$ cat src/rtl/bilbo_uart_pkg.sv
// Shared UART constants for the bilbo board: bit timing and receiver FSM state encoding.
package bilbo_uart_pkg;

    // 50 MHz / 115200 baud, rounded; also used by the transmit-side bit-clock divider.
    localparam int unsigned CLKS_PER_BIT_115200 = 434;

    typedef logic [2:0] uart_rx_state_t;

    localparam uart_rx_state_t StIdle  = 3'd0;
    localparam uart_rx_state_t StStart = 3'd1;
    localparam uart_rx_state_t StData  = 3'd2;
    localparam uart_rx_state_t StStop  = 3'd3;
    localparam uart_rx_state_t StBreak = 3'd4;

endpackage

$ cat src/rtl/bilbo_uart_rx_if.sv
// Byte stream from the UART receiver to the core, plus its error pulses.
interface bilbo_uart_rx_if;

    logic [7:0] rx_data;
    logic       rx_valid;
    logic       rx_ready;
    logic       frame_err;
    logic       overrun;

    // Receiver side.
    modport master (
        output rx_data,
        output rx_valid,
        output frame_err,
        output overrun,
        input  rx_ready
    );

    // Consumer side.
    modport slave (
        input  rx_data,
        input  rx_valid,
        input  frame_err,
        input  overrun,
        output rx_ready
    );

endinterface

$ cat src/rtl/bilbo_sync_fifo.sv
// Small synchronous FIFO with a registered head word; push and pop may coincide, even when full.
module bilbo_sync_fifo #(
    parameter int unsigned WIDTH = 8,
    parameter int unsigned DEPTH = 4
) (
    input  logic             CLOCK_50,
    input  logic             reset,
    input  logic             push_i,
    input  logic [WIDTH-1:0] wdata_i,
    input  logic             pop_i,
    output logic             full_o,
    output logic             empty_o,
    output logic [WIDTH-1:0] head_o
);

    localparam int unsigned PtrW = (DEPTH > 1) ? $clog2(DEPTH) : 1;
    localparam int unsigned CntW = $clog2(DEPTH + 1);

    logic [WIDTH-1:0] mem_q [DEPTH];
    logic [PtrW-1:0]  wr_ptr_q, wr_ptr_d;
    logic [PtrW-1:0]  rd_ptr_q, rd_ptr_d;
    logic [PtrW-1:0]  rd_ptr_nxt;
    logic [CntW-1:0]  count_q, count_d;
    logic [WIDTH-1:0] head_q, head_d;
    logic             do_push, do_pop;

    assign full_o  = (count_q == CntW'(DEPTH));
    assign empty_o = (count_q == '0);
    assign head_o  = head_q;

    assign do_pop     = pop_i & ~empty_o;
    // A pop in the same cycle frees the slot, so a push into a full FIFO still lands.
    assign do_push    = push_i & (~full_o | do_pop);
    assign rd_ptr_nxt = rd_ptr_q + PtrW'(1);

    // Pointer, occupancy and head-word next state.
    always_comb begin
        wr_ptr_d = wr_ptr_q;
        rd_ptr_d = rd_ptr_q;
        count_d  = count_q;
        head_d   = head_q;
        if (do_push) begin
            wr_ptr_d = wr_ptr_q + PtrW'(1);
        end
        if (do_pop) begin
            rd_ptr_d = rd_ptr_nxt;
        end
        case ({do_push, do_pop})
            2'b10:   count_d = count_q + CntW'(1);
            2'b01:   count_d = count_q - CntW'(1);
            default: count_d = count_q;
        endcase
        // Head only moves on pop or on push into an empty FIFO.
        if (do_pop) begin
            if (count_q > CntW'(1)) begin
                head_d = mem_q[rd_ptr_nxt];
            end else if (do_push) begin
                head_d = wdata_i;
            end
        end else if (do_push && empty_o) begin
            head_d = wdata_i;
        end
    end

    // Control state registers.
    always_ff @(posedge CLOCK_50 or posedge reset) begin
        if (reset) begin
            wr_ptr_q <= '0;
            rd_ptr_q <= '0;
            count_q  <= '0;
            head_q   <= '0;
        end else begin
            wr_ptr_q <= wr_ptr_d;
            rd_ptr_q <= rd_ptr_d;
            count_q  <= count_d;
            head_q   <= head_d;
        end
    end

    // Storage array; contents are don't-care until written.
    always_ff @(posedge CLOCK_50) begin
        if (do_push) begin
            mem_q[wr_ptr_q] <= wdata_i;
        end
    end

endmodule

$ cat src/rtl/bilbo_uart_rx.sv
// 8N1 UART receiver: synchronises the line, samples at bit centres and queues bytes in a FIFO.
module bilbo_uart_rx
    import bilbo_uart_pkg::*;
#(
    parameter int unsigned CLKS_PER_BIT = CLKS_PER_BIT_115200,
    parameter int unsigned FIFO_DEPTH   = 4
) (
    input  logic                   CLOCK_50,
    input  logic                   reset,
    input  logic                   rx_i,
    bilbo_uart_rx_if.master        bus
);

    localparam int unsigned CntW = $clog2(CLKS_PER_BIT);
    localparam logic [CntW-1:0] HalfLast = CntW'(CLKS_PER_BIT / 2 - 1);
    localparam logic [CntW-1:0] BitLast  = CntW'(CLKS_PER_BIT - 1);

    logic           rx_meta_q, rx_s_q;
    uart_rx_state_t state_q, state_d;
    logic [CntW-1:0] cnt_q, cnt_d;
    logic [2:0]     bit_q, bit_d;
    logic [7:0]     shift_q, shift_d;
    logic           frame_err_q, frame_err_d;
    logic           overrun_q, overrun_d;
    logic           push_req;
    logic           fifo_full, fifo_empty, pop;
    logic [7:0]     fifo_head;

    assign pop           = ~fifo_empty & bus.rx_ready;
    assign bus.rx_valid  = ~fifo_empty;
    assign bus.rx_data   = fifo_head;
    assign bus.frame_err = frame_err_q;
    assign bus.overrun   = overrun_q;

    // Two-flop synchroniser, preset to the idle-high line level.
    always_ff @(posedge CLOCK_50 or posedge reset) begin
        if (reset) begin
            rx_meta_q <= 1'b1;
            rx_s_q    <= 1'b1;
        end else begin
            rx_meta_q <= rx_i;
            rx_s_q    <= rx_meta_q;
        end
    end

    // Frame FSM: start qualification at half a bit, then one sample per bit period.
    always_comb begin
        state_d     = state_q;
        cnt_d       = cnt_q;
        bit_d       = bit_q;
        shift_d     = shift_q;
        frame_err_d = 1'b0;
        push_req    = 1'b0;
        case (state_q)
            StIdle: begin
                if (!rx_s_q) begin
                    state_d = StStart;
                    cnt_d   = '0;
                end
            end
            StStart: begin
                if (cnt_q == HalfLast) begin
                    cnt_d   = '0;
                    bit_d   = '0;
                    // A start bit gone high by mid-bit is treated as a glitch.
                    state_d = rx_s_q ? StIdle : StData;
                end else begin
                    cnt_d = cnt_q + CntW'(1);
                end
            end
            StData: begin
                if (cnt_q == BitLast) begin
                    cnt_d   = '0;
                    shift_d = {rx_s_q, shift_q[7:1]};
                    if (bit_q == 3'd7) begin
                        state_d = StStop;
                    end else begin
                        bit_d = bit_q + 3'd1;
                    end
                end else begin
                    cnt_d = cnt_q + CntW'(1);
                end
            end
            StStop: begin
                if (cnt_q == BitLast) begin
                    cnt_d = '0;
                    if (rx_s_q) begin
                        push_req = 1'b1;
                        // Re-arm at stop-bit centre so back-to-back frames are caught.
                        state_d  = StIdle;
                    end else begin
                        frame_err_d = 1'b1;
                        state_d     = StBreak;
                    end
                end else begin
                    cnt_d = cnt_q + CntW'(1);
                end
            end
            StBreak: begin
                if (rx_s_q) begin
                    state_d = StIdle;
                end
            end
            default: state_d = StIdle;
        endcase
        overrun_d = push_req & fifo_full & ~pop;
    end

    // FSM, datapath and error-pulse registers.
    always_ff @(posedge CLOCK_50 or posedge reset) begin
        if (reset) begin
            state_q     <= StIdle;
            cnt_q       <= '0;
            bit_q       <= '0;
            shift_q     <= '0;
            frame_err_q <= 1'b0;
            overrun_q   <= 1'b0;
        end else begin
            state_q     <= state_d;
            cnt_q       <= cnt_d;
            bit_q       <= bit_d;
            shift_q     <= shift_d;
            frame_err_q <= frame_err_d;
            overrun_q   <= overrun_d;
        end
    end

    bilbo_sync_fifo #(
        .WIDTH (8),
        .DEPTH (FIFO_DEPTH)
    ) u_fifo (
        .CLOCK_50 (CLOCK_50),
        .reset    (reset),
        .push_i   (push_req),
        .wdata_i  (shift_q),
        .pop_i    (pop),
        .full_o   (fifo_full),
        .empty_o  (fifo_empty),
        .head_o   (fifo_head)
    );

endmodule
$ cat src/flat_wrapper.sv
// flat-port wrapper written by rule: the top's interface ports become plain ports
module bilbo_uart_rx_flat import bilbo_uart_pkg::*;
#(
    parameter int unsigned CLKS_PER_BIT = CLKS_PER_BIT_115200,
    parameter int unsigned FIFO_DEPTH   = 4
)
  (CLOCK_50, reset, rx_i, bus_rx_data, bus_rx_valid, bus_frame_err, bus_overrun, bus_rx_ready);
  bilbo_uart_rx_if bus_i ();
  input  logic CLOCK_50;
  input  logic reset;
  input  logic rx_i;
  output wire logic [$bits(bus_i.rx_data)-1:0] bus_rx_data;
  output wire logic [$bits(bus_i.rx_valid)-1:0] bus_rx_valid;
  output wire logic [$bits(bus_i.frame_err)-1:0] bus_frame_err;
  output wire logic [$bits(bus_i.overrun)-1:0] bus_overrun;
  input wire logic [$bits(bus_i.rx_ready)-1:0] bus_rx_ready;
  assign bus_rx_data = bus_i.rx_data;
  assign bus_rx_valid = bus_i.rx_valid;
  assign bus_frame_err = bus_i.frame_err;
  assign bus_overrun = bus_i.overrun;
  assign bus_i.rx_ready = bus_rx_ready;
  bilbo_uart_rx #(.CLKS_PER_BIT(CLKS_PER_BIT), .FIFO_DEPTH(FIFO_DEPTH)) u_core (.CLOCK_50(CLOCK_50), .reset(reset), .rx_i(rx_i), .bus(bus_i));
endmodule
$ cat config.mk
export PLATFORM = sky130hd
export DESIGN_NAME = bilbo_uart_rx_flat
export DESIGN_NICKNAME = d
export VERILOG_FILES = /design/src/rtl/bilbo_uart_pkg.sv /design/src/rtl/bilbo_uart_rx_if.sv /design/src/rtl/bilbo_sync_fifo.sv /design/src/rtl/bilbo_uart_rx.sv /design/src/flat_wrapper.sv
export SDC_FILE = /design/constraint.sdc
export NUM_CORES = 1
export LEC_CHECK = 0
export CORE_MARGIN = 3
export CORE_UTILIZATION = 40
export DETAILED_ROUTE_END_ITERATION = 6
export GPL_ROUTABILITY_DRIVEN = 0
export HOLD_SLACK_MARGIN = 0.02
export PLACE_DENSITY_LB_ADDON = 0.08
export SLEW_MARGIN = 10
export SYNTH_ARGS = -nofsm -noshare
export SYNTH_HDL_FRONTEND = slang
export SYNTH_SLANG_ARGS = --single-unit
$ cat constraint.sdc
create_clock -name CLOCK_50 -period 4.45 [get_ports CLOCK_50]
set_input_delay 1.335 -clock CLOCK_50 [delete_from_list [all_inputs] [get_ports CLOCK_50]]
set_output_delay 1.335 -clock CLOCK_50 [all_outputs]
set_load 0.01 [all_outputs]
[Yosys cells after proc, flatten, opt, wreduce, memory -nomap -nowiden]
Memory sizes are Yosys's and may differ from the RTL's.
Index checks and enable logic that the tools add are counted.
Word-level totals
  flip-flop bits (word level): 42
  output and inout port bits: 11
  RAM bits: 32
  memories: 1
  bits of input ports: 4
Cells by class
  reduce and logical (&&, ||, !) cells: 13
  muxes and demuxes: 30
  $add $sub $neg: 6
  order comparisons: 1
  eq/ne operators: 18
  bitwise gates (word level): 9
Memories
  u_core.u_fifo.mem_q: words 4, bits a word 8, rd ports 1, clocked after Yosys merged registers in 0, write ports 1, RTL line bilbo_sync_fifo.sv:19  | logic [WIDTH-1:0] mem_q [DEPTH];
Operator list (count)
  2-to-1 mux 8 bit: 4
  2-to-1 mux 3 bit: 10
  2-to-1 mux 9 bit: 3
  one-hot mux 9 bit (3 select lines): 1
  one-hot mux 3 bit (5 select lines): 1
  one-hot mux 3 bit (2 select lines): 2
  != test 2 x 1 -> 1 bit, second input constant: 5
  adder 9 x 1 -> 9 bit, second input constant: 1
  == test 3 bit, second input constant: 3
  == test 9 x 8 -> 1 bit, second input constant: 1
  == test 9 bit, second input constant: 1
  2-to-1 mux 1 bit: 8
  adder 3 x 1 -> 3 bit, second input constant: 2
  == test 3 x 2 -> 1 bit, second input constant: 2
  zero test 3 bit: 2
  AND reduction 2 bit: 3
  AND reduction 6 bit: 1
  nonzero test 2 bit: 3
  AND 1 bit: 5
  adder 2 x 1 -> 2 bit, second input constant: 2
  != test 2 bit, second input constant: 2
  AND reduction 4 bit: 1
  == test 3 x 1 -> 1 bit, second input constant: 1
  > comparator 3 x 1 -> 1 bit, second input constant: 1
  other kinds (10): 12

[Longest topological paths before layout]
  word-level depth: 9
  gate-level depth with buffers: 8
  mapped depth without buffers: 7

[Hierarchy]
A second synthesis with hierarchy kept.
Second synthesis, totals
  cell total of the unflattened synthesis: 243
  area, all modules: 3493.4 µm²
By module, submodules not included
  bilbo_sync_fifo: cells an instance 113, area each 2058.2 µm², instances 1
  bilbo_uart_rx: cells an instance 130, area each 1435.1 µm², instances 1

[Worst setup path before layout]
No wires, ideal clock.
  path type: input -> register
  start: input port bus_rx_ready
  end: register u_core.u_fifo.head_q[0], in the netlist u_core.u_fifo.head_o[0]
  library setup time: 125 ps
  buffers on the path: 1
  slack: 2017 ps
  arrival time: 2308 ps
  required time: 4325 ps
  stages: 4
  cells stage by stage: o21a_1 > buf_1 > mux2_2 > mux2_2
On the way
  word-level cells in the longest chain between the ends: 7
Ends and longest elaborated chain
  from (decl): RTL line flat_wrapper.sv:16  | input wire logic [$bits(bus_i.rx_ready)-1:0] bus_rx_ready;
  AND 1 bit *: RTL line bilbo_uart_rx.sv:29  | assign pop = ~fifo_empty & bus.rx_ready;
  AND 1 bit *: RTL line bilbo_sync_fifo.sv:31  | assign do_pop = pop_i & ~empty_o;
  OR 1 bit: RTL line bilbo_sync_fifo.sv:33  | assign do_push = push_i & (~full_o | do_pop);
  AND 1 bit: RTL line bilbo_sync_fifo.sv:33
  logical AND 1 bit: RTL line bilbo_sync_fifo.sv:60  | end else if (do_push && empty_o) begin
  nonzero test 2 bit (no source line)
  AND reduction 2 bit (no source line)
  to (signal assigned): RTL line bilbo_sync_fifo.sv:71  | head_q <= '0;
  to (signal assigned): RTL line bilbo_sync_fifo.sv:76  | head_q <= head_d;
  to (decl): RTL line bilbo_sync_fifo.sv:24  | logic [WIDTH-1:0] head_q, head_d;
Every way passes the cells marked *; elsewhere a longest branch is shown, timed or not.
A chain may end at the register's enable or synchronous reset.

[Worst setup path in the final report]
  start: register u_core.u_fifo.count_q[0]
  end: output port bus_rx_valid
On the way
  word-level cells in the longest chain between the ends: 2
Ends and longest elaborated chain
  from (decl): RTL line bilbo_sync_fifo.sv:23  | logic [CntW-1:0] count_q, count_d;
  from (signal assigned): RTL line bilbo_sync_fifo.sv:75  | count_q <= count_d;
  zero test 3 bit: RTL line bilbo_sync_fifo.sv:28  | assign empty_o = (count_q == '0);
  inverter 1 bit: RTL line bilbo_uart_rx.sv:30  | assign bus.rx_valid = ~fifo_empty;
  to (decl): RTL line flat_wrapper.sv:13  | output wire logic [$bits(bus_i.rx_valid)-1:0] bus_rx_valid;
Every way passes these cells.

==> implementation parameters <==
Parameter                              Value

Outcome
  Run status ... finished clean

Critical path
  Worst r2r path cells ... 6
  Kind of capture point of the worst setup path ... output pin
  Critical Path Source Type ... flip-flop
  Maximum fanout along the worst path ... 4
  Endpoint arrival time on the critical path ... 1.76 ns
  Path type of the worst setup path ... reg -> out
  Worst path required time ... 3.12 ns

STA
  Final setup vio count ... 0
  Final clock period utilization by the worst path ... 0.696
  Pin slew with the least headroom to its limit ... 0.904 ns
  Count of endpoints failing hold in the final timing report ... 0
  Fmax ... 0.323 GHz
  Setup slack after layout ... 1.35 ns
  Sum Neg Setup Slack ... 0 ns
  Fin. max-slew vios ... 0
  Final setup skew ... 0.0143 ns
  RSZ-0062 raised after global routing ... false
  Worst slack on hold paths ... 0.358 ns
  Slew margin rel. ... 0.397
  Clock period minus final worst setup slack ... 3.10 ns

Hold path
  Hold WC Path Type ... reg -> reg
  Worst hold path depth ... 0

Layout
  Net count, final ... 276
  Non-filler cells, final ... 366
  Ant. Diodes ... 0
  Share of final-layout standard cells stronger than drive strength 1 ... 0.174
  Area growth syn-to-layout ... 13.5%
  Most frequent cells in the layout ... dfrtp_1, edfxtp_1, nand2_1, mux2_2, clkdlybuf4s50_1
  Most frequent standard cell in the layout excluding fill and tap cells ... dfrtp_1
  Filler Cells Inserted ... 731

Job
  Total of max-cap violations ... 0

Die
  Number of cell rows ... 32
  Die Area ... 0.00961 mm2
  Initial core utilization ... 0.425
  Number of placed I/O pins ... 15
  Vertical die dimension ... 98.1 um
  Floorplan core area ... 0.00797 mm2
  Die Wd ... 98.1 um

Clock network
  Clk sinks ... 74
  TritonCTS Buffers ... 9
  Bufs on Longest Clock Path ... 2
  Maximum level of the CTS H-tree ... 3
  Clock Latency Late Sink ... 0.34 ns
  Root buffer selected by CTS ... clkbuf_8
  TritonCTS clock tree ... yes
  Resized Gates After CTS ... 0
  Clock-pin slew on the worst setup and hold paths ... 0.07 ns
  Number of buffers added to fix hold violations after cts ... 0
  Number of buffers added for setup after CTS ... 0

Placement
  DP HPWL ... 3950 um
  Port bufs ... 14
  Worst slack at placement ... 1.22 ns
  Cell count after placement ... 350

Yosys
  Count of warnings emitted by yosys ... 0
  Synth Net Count ... 259
  Share of synthesized registers carrying an async set or reset ... 0.568
  Flops & latches, synth ... 74
  Number of distinct library cells after synthesis ... 48
  Average cell area after synthesis ... 14.0 um2
  Share of synthesized area occupied by flip-flops and latches ... 0.594
  Number of cells produced by synthesis ... 242
  Dominant register cell in the synthesized netlist ... dfrtp_1
  Number of synthesized flops with an enable pin ... 32
  Netlist area before placement ... 0.00339 mm2

Route
  Final wirelength ... 5860 um
  Antenna Nets Post-Route ... 0
  Vias per std cell ... 5.23
  Length of the first detailed-routing pass in iterations ... 4
  DRC violations left ... 0
  Post-DR wirelength/cell ... 16.0 um
  Violation count after the first detailed-route iteration ... 58
  Vias after detailed routing ... 1914

Power
  Power density of the placed cells ... 416 mW/mm2
  Largest voltage drop on the vdd net ... 0.179 mV
  Leakage component of the power ... 1.67 nW

GRT
  Total gr overflow ... 0
  Via count of the first global-routing pass ... 1973
  Pin count of the biggest net entering global routing ... 43
  Antenna violations before repair ... 0
  First-pass GRT wire length ... 10100 um
  Total routing usage reported by global routing ... 0.135
==> kinds of logic after synthesis <==
logic type	count (synthesis)	share of synthesized area
flops	74	0.594
buf+inv	15	0.0214
simple gates	65	0.106
mux	35	0.143
fa+ha+maj	13	0.0480
xor+xnor	6	0.0155
compound gates	34	0.0724
==> metrics by stage <==
stage | util | area, um2 | power, mW
after detailed placement | 0.453 | 3610 | 1.01
after floorplan | - | 3390 | 0.961
after global placement | 0.453 | 3610 | 1.01
after global routing | 0.483 | 3850 | 1.70
after CTS | 0.483 | 3850 | 1.63
final | 0.483 | 3850 | 1.60
==> power by group <==
group | total (mW) | internal, mW | switching (mW)
Combinational | 0.195 | 0.107 | 0.0879
Sequential | 0.794 | 0.734 | 0.0606
Clock | 0.613 | 0.373 | 0.240
==> registers in the layout, indices dropped and copies added, names as in the netlist <==
name and cells:
u_core.u_fifo.head_o 8, u_core.u_fifo.count_q 3, u_core.u_fifo.wr_ptr_q 2, u_core.bus.frame_err 1
u_core.bus.overrun 1, u_core.cnt_q 9, u_core.rx_meta_q 1, u_core.shift_q 8
u_core.u_fifo.rd_ptr_q 2, u_core.state_q 3, u_core.bit_q 3, u_core.rx_s_q 1
u_core.u_fifo.mem_q 32
==> final cells by class <==
class	count	area, um2	area share
Sequential cell	74	2010	0.524
Clock buffer	11	131	0.0342
Inverter	7	26.3	0.00683
Timing Repair Buffer	14	140	0.0364
Clock inverter	5	104	0.0270
Multi-Input combinational cell	153	1300	0.339
Tap cell	102	128	0.0332
==> final timing paths <==
check	slack, ns	to	startpoint
setup / recovery	1.35	bus_rx_valid	u_core.u_fifo.count_q[0]
min in group asynchronous	1.50	u_core.u_fifo.head_o[4]	reset
setup reg to reg	2.05	u_core.u_fifo.head_o[6]	u_core.cnt_q[1]
hold reg to reg	0.36	u_core.rx_s_q	u_core.rx_meta_q
max in group asynchronous	2.37	u_core.u_fifo.wr_ptr_q[1]	reset
hold / removal	0.36	u_core.rx_s_q	u_core.rx_meta_q
==> cells in the mapped netlist (all sizes together), types with 2 or more instances <==
| library cell | count | share of area |
|---|---|---|
| dfrtp | 40 | 0.30 |
| and2 | 6 | 0.011 |
| edfxtp | 32 | 0.28 |
| and3b | 2 | 0.0052 |
| o21a | 2 | 0.0044 |
| buf | 4 | 0.0092 |
| a21oi | 6 | 0.010 |
| a22o | 3 | 0.0078 |
| nor3 | 3 | 0.0044 |
| nand3b | 2 | 0.0044 |
| clkbuf | 4 | 0.0044 |
| nand2 | 16 | 0.018 |
| inv | 7 | 0.0078 |
| a21o | 3 | 0.0066 |
| nor3b | 2 | 0.0044 |
| o21ai | 9 | 0.014 |
| and3 | 4 | 0.0074 |
| dfstp | 2 | 0.016 |
| mux2 | 27 | 0.090 |
| mux4 | 8 | 0.053 |
| xnor2 | 5 | 0.013 |
| nand3 | 6 | 0.0089 |
| nand2b | 4 | 0.0074 |
| nand4 | 2 | 0.0037 |
| nor2 | 12 | 0.013 |
| a31oi | 3 | 0.0055 |
| ha | 13 | 0.048 |
==> critical path: stages (launching register included) <==
cell and delay [ns]:
dfrtp_1 0.42, inv_1 0.10, ha_1 0.23, nand2b_1 0.13, clkdlybuf4s50_1 0.55
==> layer usage <==
layer / global-route usage / vias up / part of all wire
met5: 0 / - / 0
met1: 0.182 / 949 / 0.49
met2: 0.208 / 26 / 0.46
li1: - / 933 / -
met4: 0.0415 / 0 / 0.0094
met3: 0.0471 / 6 / 0.032
Note: power is estimated with default switching activity, not from simulation.
